--- src/rtl/wb_spi_slave_pkg.sv ---
// Register map and bit positions shared by the
// wb_spi_slave responder and its users.
package wb_spi_slave_pkg;

    localparam logic [1:0] REG_RXDATA = 2'd0;
    localparam logic [1:0] REG_TXDATA = 2'd1;
    localparam logic [1:0] REG_STATUS = 2'd2;
    localparam logic [1:0] REG_CTRL   = 2'd3;

    localparam int ST_RX_FULL   = 0;
    localparam int ST_TX_EMPTY  = 1;
    localparam int ST_OVERRUN   = 2;
    localparam int ST_CS_ACTIVE = 3;

    localparam int CT_RX_IE = 0;
    localparam int CT_TX_IE = 1;

endpackage

--- src/rtl/spi_slave_sync.sv ---
// N-flop synchroniser with rise/fall pulses
// on the synchronised level.
module spi_slave_sync #(
    parameter int stages = 2
) (
    input  logic clk,
    input  logic reset,
    input  logic d,
    output logic q,
    output logic rise,
    output logic fall
);

    logic [stages-1:0] chain;
    logic              prev;

    // Reset to 0 so a falling edge needs a real high first.
    always_ff @(posedge clk) begin
        if (reset) begin
            chain <= '0;
            prev  <= 1'b0;
        end else begin
            chain <= {chain[stages-2:0], d};
            prev  <= chain[stages-1];
        end
    end

    assign q    = chain[stages-1];
    assign rise = q & ~prev;
    assign fall = ~q & prev;

endmodule

--- src/rtl/wb_spi_slave.sv ---
// Wishbone SPI responder, mode 0, MSB first,
// 8-bit frames, single buffered RX and TX.
module wb_spi_slave
    import wb_spi_slave_pkg::*;
#(
    parameter int         sync_stages = 2,
    parameter logic [7:0] idle_byte   = 8'hFF
) (
    input  logic        clk,
    input  logic        reset,
    input  logic [31:0] wb_adr_i,
    input  logic [31:0] wb_dat_i,
    output logic [31:0] wb_dat_o,
    input  logic        wb_stb_i,
    input  logic        wb_cyc_i,
    input  logic        wb_we_i,
    input  logic [3:0]  wb_sel_i,
    output logic        wb_ack_o,
    output logic        intr,
    input  logic        spi_sck,
    input  logic        spi_cs_n,
    input  logic        spi_mosi,
    output logic        spi_miso,
    output logic        spi_miso_oe
);

    logic sck_q, sck_rise, sck_fall;
    logic cs_q, cs_rise, cs_fall;
    logic mosi_q, mosi_rise_unused, mosi_fall_unused;
    logic unused_ok;

    spi_slave_sync #(.stages(sync_stages)) u_sck (
        .clk(clk), .reset(reset), .d(spi_sck),
        .q(sck_q), .rise(sck_rise), .fall(sck_fall)
    );

    spi_slave_sync #(.stages(sync_stages)) u_cs (
        .clk(clk), .reset(reset), .d(spi_cs_n),
        .q(cs_q), .rise(cs_rise), .fall(cs_fall)
    );

    spi_slave_sync #(.stages(sync_stages)) u_mosi (
        .clk(clk), .reset(reset), .d(spi_mosi),
        .q(mosi_q), .rise(mosi_rise_unused),
        .fall(mosi_fall_unused)
    );

    assign unused_ok = ^{wb_sel_i, wb_adr_i[31:4],
                         wb_adr_i[1:0], wb_dat_i[31:8],
                         sck_q, cs_q};

    logic [7:0] rx_data, tx_buf, tx_shift;
    logic [6:0] rx_shift;
    logic [2:0] bitcnt;
    logic [1:0] ctrl;
    logic       rx_full, tx_valid, overrun;
    logic [31:0] rdata;

    logic [1:0] adr;
    logic ack_req, acc, rd, wr;
    logic rx_clr, tx_wr, ov_clr, ctrl_wr;
    logic sck_rise_a, sck_fall_a, reload, byte_done;
    logic [7:0] rx_byte, tx_load;

    assign adr     = wb_adr_i[3:2];
    assign ack_req = wb_stb_i & wb_cyc_i & ~wb_ack_o;
    assign acc     = wb_stb_i & wb_cyc_i & wb_ack_o;
    assign rd      = acc & ~wb_we_i;
    assign wr      = acc & wb_we_i;
    assign rx_clr  = rd & (adr == REG_RXDATA);
    assign tx_wr   = wr & (adr == REG_TXDATA);
    assign ctrl_wr = wr & (adr == REG_CTRL);
    assign ov_clr  = wr & (adr == REG_STATUS)
                   & wb_dat_i[ST_OVERRUN];

    // spi_miso_oe doubles as the "frame in progress" flag.
    assign sck_rise_a = spi_miso_oe & sck_rise;
    assign sck_fall_a = spi_miso_oe & sck_fall;
    assign reload     = cs_fall
                      | (sck_fall_a & (bitcnt == 3'd0));
    assign byte_done  = sck_rise_a & (bitcnt == 3'd7);
    assign rx_byte    = {rx_shift, mosi_q};
    assign tx_load    = tx_valid ? tx_buf : idle_byte;

    always_comb begin
        rdata = '0;
        unique case (adr)
            REG_RXDATA: rdata[7:0] = rx_data;
            REG_TXDATA: rdata = '0;
            REG_STATUS: begin
                rdata[ST_RX_FULL]   = rx_full;
                rdata[ST_TX_EMPTY]  = ~tx_valid;
                rdata[ST_OVERRUN]   = overrun;
                rdata[ST_CS_ACTIVE] = spi_miso_oe;
            end
            REG_CTRL:   rdata[1:0] = ctrl;
        endcase
    end

    // Later assignments win: byte store over read-clear,
    // new overrun over clear, TX write over reload.
    always_ff @(posedge clk) begin
        if (reset) begin
            wb_ack_o    <= 1'b0;
            wb_dat_o    <= '0;
            ctrl        <= '0;
            rx_full     <= 1'b0;
            rx_data     <= '0;
            rx_shift    <= '0;
            overrun     <= 1'b0;
            tx_valid    <= 1'b0;
            tx_buf      <= '0;
            tx_shift    <= '0;
            bitcnt      <= '0;
            spi_miso_oe <= 1'b0;
        end else begin
            wb_ack_o <= ack_req;
            wb_dat_o <= (ack_req & ~wb_we_i) ? rdata : '0;
            if (ctrl_wr) ctrl <= wb_dat_i[1:0];
            if (ov_clr)  overrun <= 1'b0;
            if (rx_clr)  rx_full <= 1'b0;
            if (byte_done) begin
                if (!rx_full || rx_clr) begin
                    rx_data <= rx_byte;
                    rx_full <= 1'b1;
                end else begin
                    overrun <= 1'b1;
                end
            end
            if (sck_rise_a) begin
                rx_shift <= rx_byte[6:0];
                bitcnt   <= bitcnt + 3'd1;
            end
            if (cs_fall) begin
                spi_miso_oe <= 1'b1;
                bitcnt      <= '0;
            end
            if (reload) begin
                tx_shift <= tx_load;
                tx_valid <= 1'b0;
            end else if (sck_fall_a) begin
                tx_shift <= {tx_shift[6:0], 1'b0};
            end
            if (tx_wr) begin
                tx_buf   <= wb_dat_i[7:0];
                tx_valid <= 1'b1;
            end
            if (cs_rise) begin
                spi_miso_oe <= 1'b0;
                bitcnt      <= '0;
                tx_shift    <= '0;
            end
        end
    end

    assign spi_miso = tx_shift[7];
    assign intr = ((rx_full | overrun) & ctrl[CT_RX_IE])
                | (~tx_valid & ctrl[CT_TX_IE]);

endmodule

--- config.mk ---
export PLATFORM = sky130hd
export DESIGN_NAME = wb_spi_slave
export DESIGN_NICKNAME = d
export VERILOG_FILES = /design/src/rtl/wb_spi_slave_pkg.sv /design/src/rtl/spi_slave_sync.sv /design/src/rtl/wb_spi_slave.sv
export SDC_FILE = /design/constraint.sdc
export NUM_CORES = 1
export LEC_CHECK = 0
export ABC_AREA = 1
export CAP_MARGIN = 20
export CELL_PAD_IN_SITES_DETAIL_PLACEMENT = 2
export CELL_PAD_IN_SITES_GLOBAL_PLACEMENT = 2
export CORE_ASPECT_RATIO = 1.75
export CORE_MARGIN = 1.5
export CORE_UTILIZATION = 23
export DETAILED_ROUTE_END_ITERATION = 8
export PLACE_DENSITY_LB_ADDON = 0.25
export SLEW_MARGIN = 5
export SYNTH_ARGS = -nofsm -noshare
export SYNTH_HDL_FRONTEND = slang
export SYNTH_HIERARCHICAL = 1
export SYNTH_SLANG_ARGS = --single-unit
--- constraint.sdc ---
create_clock -name clk -period 2.1 [get_ports clk]
set_clock_uncertainty 0.05 [all_clocks]
set_input_delay 0.525 -clock clk [delete_from_list [all_inputs] [get_ports clk]]
set_output_delay 0.525 -clock clk [all_outputs]
set_load 0.02 [all_outputs]
After elaboration in Yosys (flattened, before gate mapping)
Index checks and enable logic that the tools add are counted.
{"block": "classes", "add_sub_neg": 1, "n_eq_ne": 4, "muxes": 13, "bitwise_logic": 33, "n_reduce_logical": 11}
{"cell": "$mux W8", "n": 3}
{"cell": "$and A1 B1 Y1", "n": 21}
{"cell": "$not A1 Y1", "n": 9}
{"cell": "$mux W1", "n": 8}
{"cell": "$pmux W2 S4", "n": 1}
{"cell": "$reduce_or A3 Y1", "n": 2}
{"cell": "$eq A2 B2 Y1 const B", "n": 2}
{"cell": "$pmux W2 S2", "n": 1}
{"cell": "$reduce_bool A2 Y1", "n": 2}
{"cell": "$reduce_or A2 Y1", "n": 2}
{"cell": "$add A3 B1 Y3 const B", "n": 1}
{"cell": "$eq A3 B3 Y1 const B", "n": 1}
{"cell": "$logic_not A3 Y1", "n": 1}
{"cell": "$or A1 B1 Y1", "n": 3}
{"cell": "$eq A2 B1 Y1 const B", "n": 1}
{"cell": "$logic_not A2 Y1", "n": 1}
{"cell": "$reduce_and A2 Y1", "n": 1}
{"cell": "$logic_not A1 Y1", "n": 1}
{"cell": "$logic_or A1 B1 Y1", "n": 1}
{"block": "totals", "regBits": 81, "in_bits": 76, "output_inout_bits": 36, "wordCells": 81}

Longest topological paths before layout
{"block": "depth", "ltp_word": 8, "ltp_mapped": 8, "mapped_depth_nobuf": 8}

Cells and area by module
Netlist, hierarchy kept.
{"mod": "wb_spi_slave", "n_inst": 1, "cells_each": 301, "area_each_um2": 2234.6, "seq_area_each_um2": 980.9}
{"mod": "spi_slave_sync", "n_inst": 3, "cells_each": 12, "area_each_um2": 93.8, "seq_area_each_um2": 60.1}

Worst setup path before layout
No wires, ideal clock.
{"block": "synth_path", "path_kind": "input -> register", "startpoint": "in wb_stb_i", "endpoint": "reg tx_buf[7]", "setup_time_ps": 119, "arrival_ps": 1231, "required_time_ps": 1931, "slack_ps": 700, "cell_stages": 6, "path_buffers": 1, "cell_sequence": "nand3_2 -> nor2_4 -> nand2_1 -> buf_4 -> o21ai_0 -> a21oi_1"}
{"block": "synth_via", "elab_chain_cells": 4}
{"element": "start, declared", "line": "wb_spi_slave.sv:14", "source": "input logic wb_stb_i,"}
{"element": "$and A1 B1 Y1 (2 in a row)", "line": "wb_spi_slave.sv:67", "source": "assign acc = wb_stb_i & wb_cyc_i & wb_ack_o;"}
{"element": "$and A1 B1 Y1", "line": "wb_spi_slave.sv:69", "source": "assign wr = acc & wb_we_i;"}
{"element": "$and A1 B1 Y1", "line": "wb_spi_slave.sv:71", "source": "assign tx_wr = wr & (adr == REG_TXDATA);"}
{"element": "end signal, assigned", "line": "wb_spi_slave.sv:145", "source": "tx_buf <= wb_dat_i[7:0];"}
{"element": "end, declared", "line": "wb_spi_slave.sv:52", "source": "logic [7:0] rx_data, tx_buf, tx_shift;"}
No other way between the ends.
A chain may end at the register's enable or synchronous reset.

Worst setup path in the final report
{"block": "layout_path", "startpoint": "reg spi_miso_oe", "endpoint": "out spi_miso_oe"}
{"element": "start, declared", "line": "wb_spi_slave.sv:24", "source": "output logic spi_miso_oe"}
{"element": "start signal, assigned", "line": "wb_spi_slave.sv:115", "source": "spi_miso_oe <= 1'b0;"}
{"element": "start signal, assigned", "line": "wb_spi_slave.sv:135", "source": "spi_miso_oe <= 1'b1;"}
{"element": "start signal, assigned", "line": "wb_spi_slave.sv:149", "source": "spi_miso_oe <= 1'b0;"}
No word-level cell between the ends.

==> results.sh <==
export IMPL_floorplan_rows=50
export IMPL_crit_chain="clkdlybuf4s50_1"
export IMPL_insertion_delay_ps=320
export IMPL_coreArea_mm2=0.0106
export IMPL_r2r_cells=8
export IMPL_finalCriticalPeriod_ps=2000
export IMPL_intPower_uw=2010
export IMPL_cp_max_fo=5
export IMPL_ff_latch_area_mm2=0.00114
export IMPL_synth_area_mm2=0.00248
export IMPL_cts_tree="done"
export IMPL_area_growth_pct=27.4
export IMPL_cap_violations=0
export IMPL_start_util=0.234
export IMPL_setup_violations=0
export IMPL_sw_frac_of_total=0.226
export IMPL_cp_arrival_ps=1420
export IMPL_die_area_mm2=0.0114
export IMPL_cp_start_kind="register"
export IMPL_hpwlAfterDp_mm=4.84
export IMPL_fin_nets=452
export IMPL_io_pins=112
export IMPL_fin_setup_tns_ps=0
export IMPL_cp_top_family="buffers and inverters"
export IMPL_wire_per_inst_um=12.6
export IMPL_p_leak_uw=0.00126
export IMPL_dpl_worst_slack_ps=25.1
export IMPL_power_density_mw_per_mm2=823
export IMPL_overflow=0
export IMPL_ys_warn_count=6
export IMPL_vdd_drop_max_mv=0.366
export IMPL_drt_drc_violations_left=0
export IMPL_antenna_found_initial=0
export IMPL_hold_buffers=0
export IMPL_die_x_um=81.5
export IMPL_numPortBuffers=29
export IMPL_antenna_cells=0
export IMPL_layout_drive_gt1_share=0.0847
export IMPL_cts_buffers=9
export IMPL_cts_root_buffer="clkbuf_16"
export IMPL_cp_slowest_cell="clkdlybuf4s50_1"
export IMPL_grt_max_degree=21
export IMPL_ctsHtreeMaxLevel=3
export IMPL_slew_viol_final=0
export IMPL_status="completed"
export IMPL_worstSetupPathDepth=1
export IMPL_critPathRequiredTime_ps=1520
export IMPL_hold_violations=0
export IMPL_fillers=1275
export IMPL_grt_pass1_wl_mm=10.7
export IMPL_critPathKind="reg -> out"
export IMPL_cts_sinks=57
export IMPL_hold_path_class="reg -> reg"
export IMPL_max_clock_freq_ghz=0.500
export IMPL_end_kind="output port"
export IMPL_wl_mm=6.43
export IMPL_avgSynthCellArea_um2=7.48
export IMPL_hold_path_depth=2
export IMPL_multi_input_area_um2=982
export IMPL_worst_slack_ps=100
export IMPL_cp_buffers_inverters=1
export IMPL_synthCells=331
export IMPL_routed_via_density=4.26
export IMPL_seqPwrFrac=0.426
export IMPL_ant_nets=0
export IMPL_slowest_delay_ps=650
export IMPL_fin_crit_sh=0.952
export IMPL_holdWs_ps=354
export IMPL_combPwrFrac=0.064
export IMPL_globalplace_congestion=0.727
export IMPL_rsz0062_at_grt="false"
export IMPL_clk_pin_slew_worst_paths_ps=50
export IMPL_drt_first_pass_iters=4
export IMPL_dr_first_iter_drc_count=37
export IMPL_die_y_um=140
export IMPL_vias=2164
export IMPL_first_global_vias=2267
export IMPL_gr_usage_all_layers=0.125
export IMPL_cts_buffer_depth=2
export IMPL_clkPwrFrac=0.511
export IMPL_power_switching_uw=586
cells in the final DEF, fill, tap and decap left out, drive strengths merged, types with 2 or more instances in the layout:
master / count
clkbuf: 13
inv: 55
a21oi: 37
clkdlybuf4s50: 28
clkinv: 4
ha: 3
nand2: 52
a211oi: 2
nand3: 29
nor2: 39
dfxtp: 57
conb: 24
buf: 11
o21ai: 19
power groups by stage:
| stage | combinational, uW | sequential (uW) | clock, uW |
|---|---|---|---|
| final | 165 | 1110 | 1330 |
| after global routing | 183 | 1110 | 1430 |
| after CTS | 168 | 1110 | 1380 |
| after detailed placement | 167 | 1130 | 0 |
| after global placement | 165 | 1130 | 0 |
| after floorplan | 127 | 1130 | 0 |
registers in the layout (all words and copies together) (netlist names):
| signal | count |
|---|---|
| rx_data | 8 |
| u_mosi/chain | 2 |
| bitcnt | 3 |
| rx_full | 1 |
| tx_valid | 1 |
| u_cs/prev | 1 |
| u_sck/chain | 2 |
| rx_shift | 7 |
| tx_shift | 8 |
| u_cs/chain | 2 |
| overrun | 1 |
| wb_ack_o | 1 |
| spi_miso_oe | 1 |
| ctrl | 2 |
| wb_dat_o | 8 |
| u_sck/prev | 1 |
| tx_buf | 8 |
routing by layer:
metal,vias to the layer above,wire (um),track usage
met1,1048,2370,0.121
met5,-,0,0
met2,38,3720,0.234
met4,0,152,0.0626
li1,1066,-,-
met3,12,186,0.0287
metrics by stage:
stage                     cells   util  power (uW)  area, um2
after floorplan             354      -        1260       2560
after global placement      492  0.273        1290       2880
after detailed placement    492  0.273        1300       2880
after CTS                   508  0.298        2650       3160
after global routing        508  0.298        2720       3160
final                       508  0.298        2600       3160
final timing paths:
path                                          startpoint                  endpoint  slack (ps)
worst max register to register    bitcnt[0]$_SDFFE_PP0P_  tx_shift[1]$_SDFFE_PP0P_         500
worst max-delay path            spi_miso_oe$_SDFFE_PP0P_               spi_miso_oe         100
worst min-delay path            u_cs/chain[0]$_SDFF_PP0_  u_cs/chain[1]$_SDFF_PP0_         350
worst min register to register  u_cs/chain[0]$_SDFF_PP0_  u_cs/chain[1]$_SDFF_PP0_         350
repair_timing:
item | 4_1_cts | 5_1_grt
endpoints found under the setup margin | 1 | 0
resized for setup | 1 | 0
setup buffers | 0 | 0
area by class of cell:
type | count | share of cell area
sequential | 57 | 0.362
multi-input combinational | 209 | 0.311
timing repair buffer | 40 | 0.122
clock buffer | 13 | 0.0825
inverter | 56 | 0.0666
tap | 130 | 0.0515
clock inverter | 3 | 0.00476
tightest hold or removal path, delay by kind of cell (launching register included):
family                 cells  cell delay [ps]
flip-flops                 1              290
buffers and inverters      1               40
AND/OR/NAND/NOR            1               30
No activity file was read; power rests on OpenSTA's default activity.
